--- config.mk ---
export PLATFORM = sky130hd
export DESIGN_NAME = ahfp_acc_seq
export DESIGN_NICKNAME = d
export VERILOG_FILES = /design/src/rtl/ahfp_pkg.sv /design/src/rtl/ahfp_acc_seq.sv
export SDC_FILE = /design/constraint.sdc
export NUM_CORES = 1
export LEC_CHECK = 0
export ABC_AREA = 1
export CORE_AREA = 8 8 81 137
export CTS_CLUSTER_DIAMETER = 40
export DETAILED_ROUTE_END_ITERATION = 8
export DIE_AREA = 0 0 89 145
export DONT_BUFFER_PORTS = 1
export HOLD_SLACK_MARGIN = 0.02
export PLACE_DENSITY_LB_ADDON = 0.12
export SKIP_CTS_REPAIR_TIMING = 1
export SLEW_MARGIN = 20
export SYNTH_ARGS = -nofsm -noshare
export SYNTH_HDL_FRONTEND = slang
export SYNTH_SLANG_ARGS = --single-unit
--- constraint.sdc ---
create_clock -name clk -period 2 [get_ports clk]
set_input_delay 0.1 -clock clk [delete_from_list [all_inputs] [get_ports clk]]
set_output_delay 0.1 -clock clk [all_outputs]
set_load 0.05 [all_outputs]
--- src/rtl/ahfp_pkg.sv ---
// Shared definitions for the ahfp accumulation path: float32 width, zero
// constant and the accumulator controller state type.
package ahfp_pkg;

    localparam int unsigned FP_W = 32;
    localparam logic [FP_W-1:0] FP_ZERO = 32'h00000000;

    typedef enum logic [2:0] {
        IDLE,
        WAIT_IN,
        ADD,
        RES,
        DONE
    } state_t;

endpackage

--- src/rtl/ahfp_acc_seq.sv ---
// Operand-issue / result-collection controller driving an external ahfp_add_sub:
// streams float32 operands into a running sum and returns the final sum.
module ahfp_acc_seq
    import ahfp_pkg::*;
#(
    parameter int unsigned CNT_W = 8
) (
    input  logic             clk,
    input  logic             rst_n,
    input  logic             start,
    input  logic [CNT_W-1:0] len,
    input  logic             in_valid,
    input  logic [FP_W-1:0]  in_data,
    output logic             in_ready,
    output logic [FP_W-1:0]  add_a,
    output logic [FP_W-1:0]  add_b,
    input  logic [FP_W-1:0]  add_result,
    output logic             out_valid,
    output logic [FP_W-1:0]  out_data,
    input  logic             out_ready,
    output logic             busy
);

    state_t           state;
    logic [FP_W-1:0]  acc;
    logic [CNT_W-1:0] cnt;

    // All outputs are registered alongside the state so they change only with it.
    always_ff @(posedge clk or negedge rst_n) begin
        if (!rst_n) begin
            state     <= IDLE;
            acc       <= FP_ZERO;
            cnt       <= '0;
            add_a     <= FP_ZERO;
            add_b     <= FP_ZERO;
            out_data  <= FP_ZERO;
            in_ready  <= 1'b0;
            out_valid <= 1'b0;
            busy      <= 1'b0;
        end else begin
            case (state)
                IDLE: begin
                    if (start) begin
                        busy <= 1'b1;
                        acc  <= FP_ZERO;
                        if (len == '0) begin
                            out_data  <= FP_ZERO;
                            out_valid <= 1'b1;
                            state     <= DONE;
                        end else begin
                            cnt      <= len;
                            in_ready <= 1'b1;
                            state    <= WAIT_IN;
                        end
                    end
                end
                WAIT_IN: begin
                    if (in_valid && in_ready) begin
                        add_a    <= acc;
                        add_b    <= in_data;
                        cnt      <= cnt - 1'b1;
                        in_ready <= 1'b0;
                        state    <= ADD;
                    end
                end
                ADD: begin
                    state <= RES;
                end
                RES: begin
                    // The adder result is only meaningful here, one edge after issue.
                    acc <= add_result;
                    if (cnt == '0) begin
                        out_data  <= add_result;
                        out_valid <= 1'b1;
                        state     <= DONE;
                    end else begin
                        in_ready <= 1'b1;
                        state    <= WAIT_IN;
                    end
                end
                DONE: begin
                    if (out_ready) begin
                        out_valid <= 1'b0;
                        busy      <= 1'b0;
                        state     <= IDLE;
                    end
                end
                default: begin
                    state <= IDLE;
                end
            endcase
        end
    end

endmodule
# After elaboration in Yosys (flattened, before gate mapping)
# Index checks and enable logic that the tools add are counted.
[totals] regBits=142 latch_bits=0 ramBits=0 romBits=0 output_inout_bits=99 elab_cells=66 memories=0
[op_classes] add_sub_neg=1 multipliers=0 div=0 order_cmp=0 n_eq_ne=11 shifts=0 muxes=28 bitwise=0 n_reduce_logical=17
[op_table] op="$mux 32" count=4
[op_table] op="$pmux 32 s2" count=2
[op_table] op="$mux 8" count=3
[op_table] op="$logic_not 8->1" count=2
[op_table] op="$pmux 8 s2" count=1
[op_table] op="$mux 3" count=5
[op_table] op="$pmux 3 s5" count=1
[op_table] op="$ne 2x2->1 const B" count=7
[op_table] op="$reduce_and 5->1" count=2
[op_table] op="$mux 1" count=9
[op_table] op="$reduce_and 4->1" count=2
[op_table] op="$sub 8x1->8 const B" count=1
[op_table] op="$eq 3x2->1 const B" count=2
[op_table] op="$pmux 1 s3" count=2
[op_table] op="$reduce_and 3->1" count=2
[op_table] op="$reduce_bool 2->1" count=3
[op_table] op="$reduce_bool 3->1" count=2
[op_table] op="$reduce_and 2->1" count=2
[op_table] op="$eq 3x1->1 const B" count=1
[op_table] op="$eq 3x3->1 const B" count=1
[op_table] op="$logic_not 3->1" count=1
[op_table] op="$pmux 1 s2" count=1
[op_table] op="$logic_and 1x1->1" count=1

# Depth between registers and ports, before layout
[logic_depth] word_depth=4 depth_mapped=11 depth_no_buf=10

# Worst setup path before layout
# No wires, ideal clock.
[synth_timing] path_kind="register to register" from="reg in_ready (netlist name)" to="reg out_data[25]" setup_time_ps=122 arrival_ps=1466 path_slack_ps=412 stages_incl_launch_ff=10 path_buffers=2 synth_period_minus_slack_ps=1588 path_cell_list="dfrtp_1 -> nand2_1 -> nand3_1 -> nand3_1 -> inv_2 -> nand2_2 -> buf_6 -> buf_6 -> nand2_1 -> o21ai_1"
[synth_rtl] item="end signal, assigned" line_no="ahfp_acc_seq.sv:73" text="out_data <= add_result;"
[synth_rtl] item="end, declared" line_no="ahfp_acc_seq.sv:19" text="output logic [FP_W-1:0] out_data,"

# Worst setup path in the final report
[layout_timing] from="reg cnt[0]" to="reg out_data[4]"
[layout_between] elab_chain_len=3
[layout_lines] item="start, declared" line_no="ahfp_acc_seq.sv:26" text="logic [CNT_W-1:0] cnt;"
[layout_lines] item="start signal, assigned" line_no="ahfp_acc_seq.sv:51" text="cnt <= len;"
[layout_lines] item="start signal, assigned" line_no="ahfp_acc_seq.sv:61" text="cnt <= cnt - 1'b1;"
[layout_lines] item="$logic_not 8->1" line_no="ahfp_acc_seq.sv:72" text="if (cnt == '0) begin"
[layout_lines] item="$ne 2x2->1 (no line)"
[layout_lines] item="$reduce_and 4->1 (no line)"
# No other way between the ends.
# A chain may end at the register's enable or synchronous reset.

==> flow_summary.toml <==
[detailed_routing]
ant_nets = 0
drtPass1Iterations = 5
drc = 0
drtIter0Drc = 206
post_drt_wl_per_cell_um = 17.2
dr_total_vias = 4391
via_per_inst = 5.31
wirelength_um = 14300

[yosys]
ys_seq_area_share_pct = 62.2
synthDistinctLibCells = 24
ys_seq_elements = 142
syn-cell-area_um2 = 5710
syn_inst = 617
syn_nets = 695
synth_area_per_cell_um2 = 9.26
synth-warning-count = 0

[die]
core_um2 = 9290
fp.dieW_um = 89
rows = 47
die_area_um2 = 12900
die_h_um = 145
ioPinCount = 176
initial_core_util_pct = 61.5

[worst_hold_path]
hold_path_class = "in -> async"

[placed_design]
port_buffers = 0
place_worst_setup_slack_ns = 0.287
hpwlAfterDp_um = 8930
place.gp.congestion = 0.774

[global_routing]
grt_pass1_wl_um = 19900
grt_max_degree = 143
grt_usage_pct = 20.2
grt_overflow = 0
antenna_found_initial = 1
grt_pass1_vias = 3967

[clocking]
cts_tree = "built"
clkTransAtPathRegs_ns = 0.06
cts_root_buf = "clkbuf_16"
cts.sinks = 142
cts-htree-levels = 4
clock_path_buffers = 2
cts_buffers = 17
clk_latency_ns = 0.41

[worst_setup_path]
worst_setup_path_end_kind = "register"
cp.required_ns = 2.27
rr_startpoint = "cnt[0]"
crit_fanout = 54
start_kind = "register"
crit_type = "reg -> reg"
r2r_slack_ns = 0.27
r2r_cells = 10
r2r_end = "out_data[4]"
cp.arrival_ns = 2.00

[timing]
slew_violations = 0
fin_skew_ns = 0.00845
tns_ns = 0
setup_slack_ns = 0.273
hold_viol = 142
whs_ns = -0.615
tightest_slew_ns = 0.548
finalCriticalPeriod_ns = 1.73
max_freq_mhz = 579
slew_headroom_pct = 63.4
setup_viol = 0
rsz0062_at_grt = "no"
finalCritPeriodShare_pct = 86.3

[power_and_ir_drop]
power.total_w = 0.0120
leakage_nw = 3.46
power_density_nw_per_um2 = 1670
ir_worst_vdd_v = 0.000964

[final_layout]
synthToLayoutAreaGrowth_pct = 25.5
drive_gt1_share_pct = 10.1
nNetsFinal = 769

[outcome]
status = "finished, violations left"
violations = "hold timing"

[job]
drv_cap = 0
==> where the power goes <==
group | switching [W] | internal (W)
clock network | 0.00123 | 0.00193
registers | 0.00255 | 0.00380
logic | 0.00158 | 0.000905
==> placed cells by master (no fill, tap or decap) <==
master	Yosys	final
nand2_1	169	169
dfrtp_1	142	142
o21ai_0	99	99
inv_1	82	82
dlygate4sd3_1	0	75
o21ai_1	25	25
nand3_1	20	20
clkbuf_16	0	17
o21ai_2	16	16
nor2_1	15	15
buf_4	1	6
or2_2	5	5
inv_6	0	5
clkinvlp_4	0	4
inv_2	3	3
buf_12	0	3
nand2_2	2	2
nor2_4	2	2
a21oi_1	2	2
bufinv_16	0	2
clkinv_4	0	2
clkbuf_8	0	2
diode_2	0	1
nand3_4	0	1
nor2_2	1	1
nor3_1	1	1
and3_1	1	1
o31ai_1	1	1
ha_1	1	1
==> layer usage <==
| layer | share of wire [%] | GRT usage (%) | wire length, um | vias to the layer above |
|---|---|---|---|---|
| li1 | - | - | - | 2094 |
| met1 | 37 | 22.9 | 5210 | 2114 |
| met2 | 53 | 32.7 | 7490 | 166 |
| met3 | 9.0 | 7.24 | 1280 | 17 |
| met4 | 1.9 | 9.47 | 272 | 0 |
| met5 | 0 | 0 | 0 | - |
==> sequential cells by signal (all words and copies together) (netlist names) <==
name,flops
cnt,8
state,3
add_b,32
out_valid,1
out_data,32
acc,32
in_ready,1
busy,1
add_a,32
==> kinds of logic (layout without fill, tap and decap cells) <==
logic type	after synthesis	count (layout)	share of synthesized area [%]
adder cells (fa/ha/maj)	1	1	0.219
flip-flops	142	142	62.2
other	0	1	0
AO/OA/AOI/OAI	143	143	13.6
AND/OR/NAND/NOR	217	217	15.5
buffers and inverters	114	201	8.48
==> stage by stage <==
stage	instances	utilization (%)	area (um2)	hold WS, ns
6_report	827	77.2	7170	-0.615
5_1_grt	827	77.2	7170	-0.644
4_1_cts	751	69.1	6420	-0.635
3_5_place_dp	719	62.6	5810	-0.192
2_1_floorplan	617	-	5710	-0.196
3_3_place_gp	719	62.6	5810	-0.192
==> Yosys cell counts, drive strengths merged <==
cell type  number  area, um2
dfrtp         142       3550
clkbuf         12       46.3
nor2           18       85.1
a21oi           2       10.0
or2             5       31.3
o21ai         140        761
and3            1       6.26
buf            17        119
ha              1       12.5
nand2         171        647
o31ai           1       7.51
nor3            1       5.00
inv            85        319
nand3          21        110
==> layout make-up <==
class                      instances  area (um2)
fill                             616        2120
clock inverter                    13         151
clock buffer                      19         453
tap                              122         153
multi-input combinational        361        1680
antenna                            1        2.50
timing repair buffer              84         856
sequential                       142        3550
inverter                          85         319
==> worst max-delay path, cell delays in order, from the launching register on <==
cell     delay, ns
dfrtp_1       0.38
inv_1         0.10
ha_1          0.20
nand2_1       0.08
nor2_1        0.17
nand3_1       0.09
nand2_1       0.10
nand2_2       0.08
buf_12        0.20
nand2_1       0.07
o21ai_0       0.09
==> worst max-delay path by stage <==
stage | from | endpoint | depth (start not counted) | slack, ns
after floorplan | in_ready | out_data[25] | 9 | 0.41
after global placement | cnt[0] | out_data[4] | 10 | 0.35
after detailed placement | cnt[0] | out_data[4] | 10 | 0.29
after CTS | cnt[0] | out_data[4] | 10 | 0.27
after global routing | cnt[0] | out_data[4] | 9 | 0.08
final | cnt[0] | out_data[4] | 10 | 0.27
Note: power is estimated with default switching activity, not from simulation.
